<file path="src/rtl/dcache_req_arbiter_pkg.sv">
// Shared request/response types for the D$ request arbiter.
// arb_idx_t is sized for the largest supported requester count.
package dcache_req_arbiter_pkg;

   localparam int unsigned DCACHE_INDEX_WIDTH = 12;
   localparam int unsigned DCACHE_TAG_WIDTH   = 20;
   localparam int unsigned XLEN               = 64;
   localparam int unsigned DCACHE_ARB_MAX_PORTS = 8;

   typedef struct packed {
      logic [DCACHE_INDEX_WIDTH-1:0] address_index;
      logic [DCACHE_TAG_WIDTH-1:0]   address_tag;
      logic [XLEN-1:0]               data_wdata;
      logic                          data_req;
      logic                          data_we;
      logic [XLEN/8-1:0]             data_be;
      logic [1:0]                    data_size;
      logic                          kill_req;
      logic                          tag_valid;
   } dcache_req_i_t;

   typedef struct packed {
      logic            data_gnt;
      logic            data_rvalid;
      logic [XLEN-1:0] data_rdata;
   } dcache_req_o_t;

   function automatic int unsigned dcache_arb_idx_w(
      input int unsigned n
   );
      return (n > 1) ? $clog2(n) : 1;
   endfunction

   localparam int unsigned DCACHE_ARB_IDX_W =
      dcache_arb_idx_w(DCACHE_ARB_MAX_PORTS);

   typedef logic [DCACHE_ARB_IDX_W-1:0] arb_idx_t;

endpackage

</file>
<file path="src/rtl/dcache_arb_id_fifo.sv">
// In-order FIFO of requester indices for outstanding D$ reads.
// DEPTH must be a power of two so the pointers wrap naturally.
module dcache_arb_id_fifo
   import dcache_req_arbiter_pkg::*;
#(
   parameter int unsigned DEPTH = 4,
   localparam int unsigned PTR_W = (DEPTH > 1) ? $clog2(DEPTH) : 1,
   localparam int unsigned CNT_W = PTR_W + 1
) (
   input  logic             clk_i,
   input  logic             rst_ni,
   input  logic             push_i,
   input  arb_idx_t         data_i,
   input  logic             pop_i,
   output arb_idx_t         data_o,
   output logic             full_o,
   output logic             empty_o,
   output logic [CNT_W-1:0] count_o
);

   arb_idx_t         mem_q [DEPTH];
   logic [PTR_W-1:0] wr_ptr_q, wr_ptr_d;
   logic [PTR_W-1:0] rd_ptr_q, rd_ptr_d;
   logic [CNT_W-1:0] cnt_q, cnt_d;
   logic             do_push;
   logic             do_pop;

   assign full_o  = (cnt_q == CNT_W'(DEPTH));
   assign empty_o = (cnt_q == '0);
   assign count_o = cnt_q;
   assign data_o  = mem_q[rd_ptr_q];

   // A push into a full FIFO is only legal alongside a pop.
   assign do_pop  = pop_i & ~empty_o;
   assign do_push = push_i & (~full_o | do_pop);

   always_comb begin
      wr_ptr_d = wr_ptr_q;
      rd_ptr_d = rd_ptr_q;
      cnt_d    = cnt_q;
      if (do_push) wr_ptr_d = wr_ptr_q + PTR_W'(1);
      if (do_pop)  rd_ptr_d = rd_ptr_q + PTR_W'(1);
      unique case ({do_push, do_pop})
         2'b10:   cnt_d = cnt_q + CNT_W'(1);
         2'b01:   cnt_d = cnt_q - CNT_W'(1);
         default: cnt_d = cnt_q;
      endcase
   end

   always_ff @(posedge clk_i or negedge rst_ni) begin
      if (!rst_ni) begin
         wr_ptr_q <= '0;
         rd_ptr_q <= '0;
         cnt_q    <= '0;
      end else begin
         wr_ptr_q <= wr_ptr_d;
         rd_ptr_q <= rd_ptr_d;
         cnt_q    <= cnt_d;
      end
   end

   always_ff @(posedge clk_i) begin
      if (do_push) mem_q[wr_ptr_q] <= data_i;
   end

endmodule

</file>
<file path="src/rtl/dcache_req_arbiter.sv">
// Shares one D$ request port among NR_PORTS requesters (round-robin).
// Define DCACHE_ARB_FIXED_PRIO_EN for fixed lowest-index priority.
module dcache_req_arbiter
   import dcache_req_arbiter_pkg::*;
#(
   parameter int NR_PORTS      = 3,
   parameter int ID_FIFO_DEPTH = 4
) (
   input  logic          clk_i,
   input  logic          rst_ni,
   input  logic          flush_i,
   input  dcache_req_i_t req_ports_i [NR_PORTS],
   output dcache_req_o_t req_ports_o [NR_PORTS],
   output dcache_req_i_t dcache_req_o,
   input  dcache_req_o_t dcache_req_i,
   output logic          idle_o
);

   localparam int unsigned CNT_W =
      ((ID_FIFO_DEPTH > 1) ? $clog2(ID_FIFO_DEPTH) : 1) + 1;

   logic [DCACHE_ARB_MAX_PORTS-1:0] elig;
   logic                            gnt_vld;
   arb_idx_t                        win;
   logic                            fire;
   logic                            push;
   logic                            pop;
   logic                            fifo_full;
   logic                            fifo_empty;
   arb_idx_t                        head;
   logic [CNT_W-1:0]                fifo_cnt;
   logic                            tag_phase_q, tag_phase_d;
   arb_idx_t                        tag_idx_q, tag_idx_d;

   // Full FIFO blocks reads only; flush blocks everything.
   always_comb begin
      elig = '0;
      for (int i = 0; i < NR_PORTS; i++) begin
         elig[i] = req_ports_i[i].data_req
                 & (req_ports_i[i].data_we | ~fifo_full)
                 & ~flush_i;
      end
   end

`ifdef DCACHE_ARB_FIXED_PRIO_EN
   always_comb begin
      gnt_vld = 1'b0;
      win     = '0;
      for (int i = NR_PORTS - 1; i >= 0; i--) begin
         if (elig[i]) begin
            gnt_vld = 1'b1;
            win     = arb_idx_t'(i);
         end
      end
   end
`else
   arb_idx_t rr_q, rr_d;
   arb_idx_t cand;

   // Scan downwards so the eligible port closest to rr_q wins.
   always_comb begin
      gnt_vld = 1'b0;
      win     = '0;
      cand    = '0;
      for (int j = NR_PORTS - 1; j >= 0; j--) begin
         if (int'(rr_q) + j >= NR_PORTS) begin
            cand = arb_idx_t'(int'(rr_q) + j - NR_PORTS);
         end else begin
            cand = arb_idx_t'(int'(rr_q) + j);
         end
         if (elig[cand]) begin
            gnt_vld = 1'b1;
            win     = cand;
         end
      end
   end

   always_comb begin
      rr_d = rr_q;
      if (fire) begin
         if (win == arb_idx_t'(NR_PORTS - 1)) rr_d = '0;
         else rr_d = win + arb_idx_t'(1);
      end
   end

   always_ff @(posedge clk_i or negedge rst_ni) begin
      if (!rst_ni) rr_q <= '0;
      else         rr_q <= rr_d;
   end
`endif

   assign fire = gnt_vld & dcache_req_i.data_gnt;
   assign push = fire & ~req_ports_i[win].data_we;
   assign pop  = dcache_req_i.data_rvalid & ~fifo_empty;

   always_comb begin
      tag_phase_d = push & ~flush_i;
      tag_idx_d   = push ? win : tag_idx_q;
   end

   always_ff @(posedge clk_i or negedge rst_ni) begin
      if (!rst_ni) begin
         tag_phase_q <= 1'b0;
         tag_idx_q   <= '0;
      end else begin
         tag_phase_q <= tag_phase_d;
         tag_idx_q   <= tag_idx_d;
      end
   end

   dcache_arb_id_fifo #(
      .DEPTH (ID_FIFO_DEPTH)
   ) i_id_fifo (
      .clk_i   (clk_i),
      .rst_ni  (rst_ni),
      .push_i  (push),
      .data_i  (win),
      .pop_i   (pop),
      .data_o  (head),
      .full_o  (fifo_full),
      .empty_o (fifo_empty),
      .count_o (fifo_cnt)
   );

   // The pending tag phase owns address_tag over a new address phase.
   always_comb begin
      dcache_req_o = '0;
      if (gnt_vld) begin
         dcache_req_o.address_index = req_ports_i[win].address_index;
         dcache_req_o.data_wdata    = req_ports_i[win].data_wdata;
         dcache_req_o.data_we       = req_ports_i[win].data_we;
         dcache_req_o.data_be       = req_ports_i[win].data_be;
         dcache_req_o.data_size     = req_ports_i[win].data_size;
         dcache_req_o.data_req      = 1'b1;
         dcache_req_o.address_tag   = req_ports_i[win].address_tag;
      end
      if (tag_phase_q) begin
         dcache_req_o.address_tag = req_ports_i[tag_idx_q].address_tag;
         dcache_req_o.tag_valid   = req_ports_i[tag_idx_q].tag_valid
                                  & ~flush_i;
         dcache_req_o.kill_req    = req_ports_i[tag_idx_q].kill_req
                                  | flush_i;
      end
   end

   always_comb begin
      for (int i = 0; i < NR_PORTS; i++) begin
         req_ports_o[i] = '0;
         req_ports_o[i].data_gnt = fire & (win == arb_idx_t'(i));
         if (pop && head == arb_idx_t'(i)) begin
            req_ports_o[i].data_rvalid = 1'b1;
            req_ports_o[i].data_rdata  = dcache_req_i.data_rdata;
         end
      end
   end

   assign idle_o = ~tag_phase_q & (fifo_cnt == '0);

`ifndef SYNTHESIS
   rvalid_has_id: assert property (
      @(posedge clk_i) disable iff (!rst_ni)
      dcache_req_i.data_rvalid |-> !fifo_empty
   ) else $error("rvalid with no outstanding read ID");
`endif

endmodule

</file>
<file path="config.mk">
export PLATFORM = sky130hd
export DESIGN_NAME = dcache_req_arbiter
export DESIGN_NICKNAME = d
export VERILOG_FILES = /design/src/rtl/dcache_req_arbiter_pkg.sv /design/src/rtl/dcache_arb_id_fifo.sv /design/src/rtl/dcache_req_arbiter.sv
export SDC_FILE = /design/constraint.sdc
export NUM_CORES = 1
export LEC_CHECK = 0
export ABC_AREA = 1
export CAP_MARGIN = 20
export CORE_AREA = 5 5 276 278
export CTS_BUF_LIST = sky130_fd_sc_hd__clkbuf_16
export DETAILED_ROUTE_END_ITERATION = 10
export DIE_AREA = 0 0 281 283
export GPL_TIMING_DRIVEN = 0
export MAX_ROUTING_LAYER = met4
export SETUP_SLACK_MARGIN = 0.3
export SLEW_MARGIN = 20
export SYNTH_ARGS = -nofsm -noshare
export SYNTH_HDL_FRONTEND = slang
export SYNTH_HIERARCHICAL = 1
export SYNTH_SLANG_ARGS = --single-unit
</file>
<file path="constraint.sdc">
create_clock -name clk_i -period 3.33 [get_ports clk_i]
set_input_delay 0.333 -clock clk_i [delete_from_list [all_inputs] [get_ports clk_i]]
set_output_delay 0.333 -clock clk_i [all_outputs]
set_load 0.05 [all_outputs]
</file>
==> flow_summary.json, run 1 <==
{
  "synth_common_cells": "nand2_1 (510), nor2_1 (246), inv_1 (148)",
  "die_area_um2": 79500,
  "initialDrtViolationCount": 508,
  "die_x_um": 281,
  "io_pins": 708,
  "fin_area_um2": 17000,
  "clock_path_buffers": 2,
  "yosysUniqueCellTypes": 32,
  "routedWlPerCell_um": 22.7,
  "drcViolationCount": 0,
  "totalWireLength_um": 67800,
  "ys_seq_area_share_pct": 11.6,
  "crit_required_ps": 3000,
  "initial_core_util_pct": 7.99,
  "synthToLayoutAreaGrowth_pct": 188,
  "fin_worst_skew_ps": 2.31,
  "status": "finished with violations",
  "syn_area_um2": 5890,
  "critPathMaxFanout": 8,
  "ys.flop_type": "dfrtp_1",
  "grt_max_degree": 16,
  "num_vias": 11000,
  "worstSetupPathType": "flip-flop to output port",
  "yosysTopAreaCell": "nand2_1",
  "netlist_instances": 1246,
  "fin_cells": 2990,
  "rows": 100,
  "finish.utilization_pct": 23.0,
  "grt_usage_pct": 16.2,
  "hp-class": "input port to asynchronous set/reset pin",
  "coreArea_um2": 73700,
  "worst_slack_ps": -118,
  "yosys_warnings": 6,
  "port_buffers": 707,
  "yosysMostFrequentCell": "nand2_1",
  "fmax_mhz": 290,
  "hold_viol": 0,
  "htree_levels": 1,
  "violations": "setup timing",
  "grt_overflow": 0,
  "ys_ff_latch": 25,
  "hold_buffers": 0,
  "dr.pass1.iters": 6,
  "grt_pass1_vias": 10900,
  "clkTransAtPathRegs_ps": 60,
  "period_needed_ps": 3450,
  "cts_root_buf": "clkbuf_16",
  "drive_above_1_share_pct": 32.8,
  "synthArstFlopShare_pct": 52.0,
  "tightest_slew_ps": 772,
  "synth.area.top_cells": "nand2_1 (33%), nor2_1 (16%), inv_1 (9.4%), nand3_1 (7.1%), edfxtp_1 (6.1%)",
  "drv_slew": 0,
  "rsz0062_at_grt": "true",
  "tritoncts": "done",
  "dp_hpwl_um": 58800,
  "setup_viol": 83,
  "die_h_um": 283,
  "clock_latency_ps": 260,
  "cap_viol_max_count": 0,
  "numCtsBuffers": 3,
  "gp_congestion": 0.880,
  "fill_cells": 8283,
  "cts_sinks": 25,
  "critPathLaunchType": "flip-flop",
  "placed_area_um2": 15300,
  "crit_arrival_ps": 3110,
  "netlist.area_leader.share_pct": 32.5,
  "ant_nets": 0,
  "dp_cells": 2925,
  "final_nets": 2416,
  "avgSynthCellArea_um2": 4.72,
  "grt_pass1_wl_um": 87800,
  "synth-edff-count": 12,
  "avgViaCountPerCell": 3.69,
  "max-slew-margin-rel_pct": 48.4,
  "antenna_found_initial": 34,
  "cp-end-kind": "output port",
  "fin_crit_sh_pct": 104
}
[layout make-up]
cell class                      instances  area (um2)  area share [%]
Clock buffer                            3        75.1           0.442
Clock inverter                          1        7.51          0.0442
Timing Repair Buffer                  749        7850            46.2
Tap cell                              969        1210            7.14
Buffer                                 76         816            4.81
Inverter                              158         603            3.55
Sequential cell                        25         688            4.06
Multi-Input combinational cell        990        5670            33.4
Antenna cell                           19        47.5           0.280
[flip-flops by register name, indices dropped and copies added (netlist names)]
name	cells
i_id_fifo/wr_ptr_q	2
i_id_fifo/mem_q	12
i_id_fifo/rd_ptr_q	2
tag_idx_q	2
tag_phase_q	1
rr_q	3
i_id_fifo/count_o	3
[timing repair]
item,4_1_cts,5_1_grt
pin swaps,16,30
endpoints found under the setup margin,332,321
buffers inserted,21,14
gates resized for setup,1351,262
gates cloned,2,5
[cell usage in the layout (no fill, tap or decap), drive strengths merged, types with 2 or more instances in the layout]
master	synthesis	routed
nand2	513	513
clkdlybuf4s50	0	410
nor2	248	248
buf	38	216
inv	158	158
clkdlybuf4s15	0	101
nand3	87	87
o21ai	54	54
dlygate4sd2	0	51
a31oi	48	48
clkbuf	38	46
diode	0	19
dfrtp	13	13
ha	13	13
edfxtp	12	12
nor3	6	6
nand4	5	5
conb	1	4
clkdlybuf4s18	0	4
a21oi	3	3
o21bai	2	2
nor4	2	2
[layer usage]
metal	global-route usage (%)	vias up	wire, um
met5	-	-	0
met4	2.06	0	1360
met3	4.66	63	5440
met2	30.0	568	34900
met1	17.5	5049	26100
li1	-	5359	-
[cell families after synthesis]
logic type               count (synthesis)  synth area share [%]
AO/OA/AOI/OAI                          108                  10.4
XOR/XNOR                                 2                 0.298
adder cells (fa/ha/maj)                 14                  3.10
buffers and inverters                  234                  16.5
flip-flops                              25                  11.6
other                                    1                0.0637
AND/OR/NAND/NOR                        862                  58.0
[per-stage QoR]
stage	setup TNS (ps)	hold slack [ps]	setup WS (ps)
floorplan	0	37.4	296
global placement	-136500	484	-1220
detailed placement	-138980	511	-1230
CTS	-6400	498	-130
global route	-30800	515	-290
finish	-3020	462	-118
[final timing paths]
path                                             from                     to  slack (ps)  cells after the start
worst min-delay path                           rst_ni  i_id_fifo/wr_ptr_q[1]         460                      1
worst max register to register                rr_q[0]   i_id_fifo/count_o[2]         -40                     27
max in group asynchronous                      rst_ni                rr_q[0]        2430                      1
worst min register to register  i_id_fifo/rd_ptr_q[1]  i_id_fifo/rd_ptr_q[1]         520                      2
min in group clk_i              i_id_fifo/rd_ptr_q[1]  i_id_fifo/rd_ptr_q[1]         520                      2
worst max-delay path                          rr_q[0]      dcache_req_o[105]        -120                     20
[worst max-delay path: stages (launching register included)]
cell,delay (ps)
dfrtp_2,470
ha_4,180
ha_4,290
inv_2,40
nor2_2,80
nand2_2,90
nand2_4,100
nand3_2,90
nand3_4,110
nand2_1,70
nand2_1,50
nand2_1,60
nand2_2,120
inv_6,70
nor2_4,150
buf_12,170
buf_12,130
buf_12,110
nand2_2,60
a31oi_4,210
buf_6,180
Power of run 1 is left out: the tool's default activity adds up to more than one toggle a clock period on the data nets, which glitch-free logic cannot reach.
==> run 2, diff against run 1 <==
--- a/config.mk
+++ b/config.mk
@@ -7,15 +7,14 @@
 export LEC_CHECK = 0
 export ABC_AREA = 1
 export CAP_MARGIN = 20
-export CORE_AREA = 5 5 276 278
+export CORE_AREA = 2 2 276 278
 export CTS_BUF_LIST = sky130_fd_sc_hd__clkbuf_16
 export DETAILED_ROUTE_END_ITERATION = 10
-export DIE_AREA = 0 0 281 283
+export DIE_AREA = 0 0 278 280
 export GPL_TIMING_DRIVEN = 0
 export MAX_ROUTING_LAYER = met4
 export SETUP_SLACK_MARGIN = 0.3
 export SLEW_MARGIN = 20
 export SYNTH_ARGS = -nofsm -noshare
 export SYNTH_HDL_FRONTEND = slang
-export SYNTH_HIERARCHICAL = 1
 export SYNTH_SLANG_ARGS = --single-unit
==> run 2 against run 1 <==
Against the previous run: the flow still finishes with violations (setup timing); critical path depth rose by 1; area after synthesis increased by 6.9%; flip-flop and latch count unchanged; critical path type unchanged.
==> flow_summary.json, run 2 <==
{
  "period_needed_ps": 3510,
  "worstSetupPathType": "flip-flop to output port",
  "drcViolationCount": 0,
  "cts_sinks": 25,
  "yosysUniqueCellTypes": 37,
  "max-slew-margin-rel_pct": 38.0,
  "synthArstFlopShare_pct": 52.0,
  "crit_arrival_ps": 3170,
  "ant_nets": 0,
  "setup_viol": 107,
  "die_area_um2": 77800,
  "avgViaCountPerCell": 3.83,
  "synthToLayoutAreaGrowth_pct": 194,
  "synth_common_cells": "nand2_1 (469), nor2_1 (246), inv_1 (191)",
  "initial_core_util_pct": 8.37,
  "fin_crit_sh_pct": 105,
  "dp_cells": 3000,
  "avgSynthCellArea_um2": 4.80,
  "cts_root_buf": "clkbuf_16",
  "hold_viol": 0,
  "rows": 101,
  "htree_levels": 1,
  "dp_hpwl_um": 62000,
  "antenna_found_initial": 44,
  "crit_required_ps": 3000,
  "fin_worst_skew_ps": 5.43,
  "regMostFlops": "i_id_fifo.mem_q",
  "port_buffers": 707,
  "violations": "setup timing",
  "totalWireLength_um": 76400,
  "hp-class": "input port to asynchronous set/reset pin",
  "syn_area_um2": 6290,
  "gp_congestion": 0.903,
  "rsz0062_at_grt": "true",
  "grt_pass1_wl_um": 95600,
  "cap_viol_max_count": 0,
  "regToRegStartpoint": "rr_q[0]",
  "status": "finished with violations",
  "dr.pass1.iters": 4,
  "netlist.area_leader.share_pct": 28.0,
  "die_x_um": 278,
  "drive_above_1_share_pct": 42.5,
  "coreArea_um2": 75200,
  "io_pins": 708,
  "clkTransAtPathRegs_ps": 60,
  "synth.area.top_cells": "nand2_1 (28%), nor2_1 (15%), inv_1 (11%), nand3_1 (8.8%), edfxtp_1 (5.7%)",
  "num_vias": 12000,
  "tritoncts": "done",
  "clock_latency_ps": 250,
  "tightest_slew_ps": 929,
  "yosysTopAreaCell": "nand2_1",
  "worst_slack_ps": -176,
  "largest_reg_flops": 12,
  "multi_input_area_um2": 6430,
  "numCtsBuffers": 3,
  "final_cell_mix": "clkdlybuf4s50_1 (401), nand2_1 (283), nor2_1 (232)",
  "yosysMostFrequentCell": "nand2_1",
  "fin_cells": 3124,
  "clock_path_buffers": 2,
  "grt_pass1_vias": 11400,
  "cp-end-kind": "output port",
  "layout_commonest_cell": "clkdlybuf4s50_1",
  "initialDrtViolationCount": 512,
  "grt_max_degree": 14,
  "routedWlPerCell_um": 24.4,
  "ys_seq_area_share_pct": 10.9,
  "yosys_warnings": 0,
  "crit_path_start": "rr_q[0]",
  "fill_cells": 8395,
  "fmax_mhz": 285,
  "ys.flop_type": "dfrtp_1",
  "critPathLaunchType": "flip-flop",
  "final_nets": 2533,
  "netlist_instances": 1312,
  "ys_ff_latch": 25,
  "critPathMaxFanout": 7,
  "grt_usage_pct": 18.4,
  "area.sequential_um2": 688,
  "grt_overflow": 0,
  "drv_slew": 0,
  "synth-edff-count": 12,
  "die_h_um": 280
}
-- run 2: cell type report --
cell class	count	area share (%)
Sequential cell	25	3.72
Timing Repair Buffer	798	44.2
Clock inverter	1	0.0203
Clock buffer	3	0.406
Buffer	79	5.03
Multi-Input combinational cell	1010	34.7
Timing Repair inverter	2	0.325
Inverter	201	4.55
Tap cell	978	6.62
Antenna cell	27	0.365
-- run 2: through the flow --
stage | util [%] | hold slack [ps] | area [um2] | setup slack (ps) | TNS [ps]
2_1_floorplan | - | 37.4 | 6730 | 139 | 0
3_3_place_gp | 20.0 | 485 | 15000 | -1590 | -154460
4_1_cts | 23.2 | 488 | 17400 | -122 | -5080
6_report | 24.6 | 464 | 18500 | -176 | -9710
5_1_grt | 24.6 | 518 | 18500 | -276 | -23050
3_5_place_dp | 20.0 | 495 | 15000 | -1460 | -150440
-- run 2: kinds of logic (layout without fill, tap and decap cells) --
kind of cell	count (synthesis)	count (layout)	synth area share [%]
AND/OR/NAND/NOR	865	865	55.7
adder cells (fa/ha/maj)	14	14	2.90
AO/OA/AOI/OAI	123	123	11.4
buffers and inverters	280	1084	18.5
XOR/XNOR	4	4	0.557
flip-flops	25	25	10.9
other	1	31	0.0596
-- run 2: critical path, stage by stage, from the launching register on --
cell and delay (ps):
dfrtp_2 440, buf_12 140, inv_4 100, ha_4 220, inv_2 80, nand2_1 100
o21ai_4 90, inv_1 100, nand2_2 110, nand3_4 100, or2_4 280, nand2_8 140
buf_12 150, clkinv_16 80, buf_6 120, buf_8 110, buf_16 120, nand2_2 60
nand2_2 50, inv_2 60, a21oi_4 60, buf_8 160
-- run 2: per-layer routing --
metal | global-route usage (%) | vias up | share of wire [%]
li1 | - | 5619 | -
met2 | 33.7 | 614 | 51
met3 | 5.63 | 106 | 8.1
met5 | - | - | 0
met4 | 5.29 | 0 | 3.4
met1 | 18.9 | 5638 | 37
-- run 2: worst paths after layout --
check / endpoint / slack, ps / depth (start not counted)
setup / recovery: dcache_req_o[18] / -180 / 21
hold / removal: rr_q[2] / 460 / 1
setup reg to reg: i_id_fifo.count_o[2] / -100 / 22
hold reg to reg: i_id_fifo.rd_ptr_q[1] / 500 / 1
max in group asynchronous: rr_q[1] / 2430 / 1
min in group clk_i: i_id_fifo.rd_ptr_q[1] / 500 / 1
-- run 2: what timing repair did --
| item | 4_1_cts | 5_1_grt |
|---|---|---|
| hold buffers | 0 | 0 |
| buffers inserted | 46 | 20 |
| pin swaps | 54 | 105 |
| setup endpoints to repair | 326 | 318 |
| gates resized for setup | 1542 | 672 |
| cloned | 16 | 11 |
Power of run 2 is left out for the same reason.
==> run 3, diff against run 2 <==
--- a/config.mk
+++ b/config.mk
@@ -7,10 +7,10 @@
 export LEC_CHECK = 0
 export ABC_AREA = 1
 export CAP_MARGIN = 20
-export CORE_AREA = 2 2 276 278
+export CORE_AREA = 8 8 267 269
 export CTS_BUF_LIST = sky130_fd_sc_hd__clkbuf_16
 export DETAILED_ROUTE_END_ITERATION = 10
-export DIE_AREA = 0 0 278 280
+export DIE_AREA = 0 0 275 277
 export GPL_TIMING_DRIVEN = 0
 export MAX_ROUTING_LAYER = met4
 export SETUP_SLACK_MARGIN = 0.3
==> run 3 against run 2 <==
Against the previous run: the run still ends with setup timing left; critical path depth is 1 lower; hold slack better by 13 ps; first-iteration DRC count is 16% lower; fmax is 0.73% higher; critical path type unchanged; critical endpoint is now dcache_req_o[2].
==> flow_summary.json, run 3 (synthesized netlist as in run 2, its figures left out) <==
{
  "coreArea_um2": 66800,
  "largest_reg_flops": 12,
  "routedWlPerCell_um": 23.5,
  "dr.pass1.iters": 7,
  "totalWireLength_um": 70300,
  "setup_viol": 93,
  "layout_commonest_cell": "clkdlybuf4s50_1",
  "fin_crit_sh_pct": 105,
  "violations": "setup timing",
  "tritoncts": "done",
  "grt_pass1_wl_um": 92300,
  "port_buffers": 707,
  "regToRegStartpoint": "rr_q[0]",
  "tightest_slew_ps": 731,
  "critPathMaxFanout": 6,
  "max-slew-margin-rel_pct": 51.2,
  "die_area_um2": 76200,
  "reg2reg_depth": 20,
  "final_cell_mix": "clkdlybuf4s50_1 (403), nand2_1 (378), nor2_1 (233)",
  "final_nets": 2512,
  "grt_max_degree": 15,
  "status": "finished with violations",
  "worstReg2RegEnd": "i_id_fifo.count_o[2]",
  "hp-class": "input port to asynchronous set/reset pin",
  "rsz0062_at_grt": "true",
  "initialDrtViolationCount": 430,
  "io_pins": 708,
  "die_x_um": 275,
  "worst-r2r-setup-slack_ps": -20,
  "numCtsBuffers": 3,
  "grt_pass1_vias": 11800,
  "gp_congestion": 0.905,
  "endpoint": "dcache_req_o[2]",
  "crit_path_start": "rr_q[0]",
  "htree_levels": 1,
  "cap_viol_max_count": 0,
  "grt_usage_pct": 17.6,
  "critPathLaunchType": "flip-flop",
  "drcViolationCount": 0,
  "cts_sinks": 25,
  "clock_path_buffers": 2,
  "fin_tns_setup_ps": -6480,
  "worst_slack_ps": -151,
  "synthToLayoutAreaGrowth_pct": 175,
  "crit_arrival_ps": 3150,
  "num_vias": 11500,
  "crit_required_ps": 3000,
  "ant_nets": 0,
  "fmax_mhz": 287,
  "grt_overflow": 0,
  "cp-end-kind": "output port",
  "worstSetupPathType": "flip-flop to output port",
  "fin_worst_skew_ps": 6.15,
  "dp_hpwl_um": 59600,
  "antenna_found_initial": 23,
  "clock_latency_ps": 260,
  "hold_buffers": 0,
  "die_h_um": 277,
  "initial_core_util_pct": 9.42,
  "clkTransAtPathRegs_ps": 70,
  "cts_root_buf": "clkbuf_16",
  "drv_slew": 0,
  "rows": 95,
  "regMostFlops": "i_id_fifo.mem_q",
  "avgViaCountPerCell": 3.83,
  "drive_above_1_share_pct": 32.5,
  "period_needed_ps": 3480,
  "hold_viol": 0
}
[run 3: changes by cell type in the layout (fill, tap and decap cells not counted), sizes merged]
cell / before / now
clkdlybuf4s50: 401 / 403
dlymetal6s2s: 13 / 2
diode: 27 / 17
buf: 288 / 227
clkbuf: 157 / 107
dlygate4sd2: 2 / 49
clkdlybuf4s18: 0 / 3
clkdlybuf4s15: 19 / 68
[run 3: area by class of cell]
class	count	area, um2
diodes	17	42.5
plain buffers	79	832
clock buffers	3	75.1
clock inverters	1	5.00
fillers	7447	49500
inverters	201	845
multi-input cells	1010	5810
flip-flops and latches	25	688
well taps	873	1090
repair buffers	777	7920
repair inverters	2	22.5
[run 3: worst min path at each step]
stage | startpoint | endpoint | cells after the start
final | rst_ni | i_id_fifo.count_o[2] | 1
after global placement | i_id_fifo.rd_ptr_q[1] | i_id_fifo.rd_ptr_q[1] | 1
after CTS | i_id_fifo.rd_ptr_q[1] | i_id_fifo.rd_ptr_q[1] | 1
after floorplan | rst_ni | i_id_fifo.count_o[0] | 0
after detailed placement | i_id_fifo.rd_ptr_q[1] | i_id_fifo.rd_ptr_q[1] | 1
after global routing | i_id_fifo.rd_ptr_q[1] | i_id_fifo.rd_ptr_q[1] | 1
[run 3: timing repair]
action,in CTS,in global routing
gates resized for setup,1473,279
endpoints found under the setup margin,321,280
hold endpoints to repair,0,0
buffers inserted,30,30
cloned,9,3
pin swaps,63,52
[run 3: per-stage QoR]
| step | cells | cell area, um2 | utilization, % | worst slack (ps) | hold WS, ps |
|---|---|---|---|---|---|
| after CTS | 2938 | 16700 | 25.0 | -92.2 | 489 |
| after global routing | 2986 | 17300 | 25.9 | -271 | 522 |
| after floorplan | 1315 | 6730 | - | 139 | 37.4 |
| after global placement | 2895 | 14900 | 22.3 | -1370 | 474 |
| final | 2988 | 17300 | 25.9 | -151 | 477 |
| after detailed placement | 2895 | 14900 | 22.3 | -1390 | 477 |
[run 3: routing by layer]
metal | vias to the layer above | part of all wire (%) | track usage, %
met4 | 0 | 2.8 | 4.55
met5 | - | 0 | -
met3 | 67 | 8.6 | 5.91
met2 | 553 | 50 | 31.5
met1 | 5278 | 39 | 18.4
li1 | 5560 | - | -
[run 3: critical path, cell delays in order (launching register included)]
cell and delay [ps]:
dfrtp_2 460, ha_4 180, ha_4 150, inv_4 60, nand4_1 230, nand2_8 170
nor2_4 40, nand2_4 60, buf_4 100, nand4_1 220, nand2_8 190, buf_12 170
clkinv_16 90, buf_12 140, buf_16 130, buf_6 110, nand2_2 50, nand2_2 40
inv_2 50, a21oi_2 50, buf_6 150
Power of run 3 is left out for the same reason.
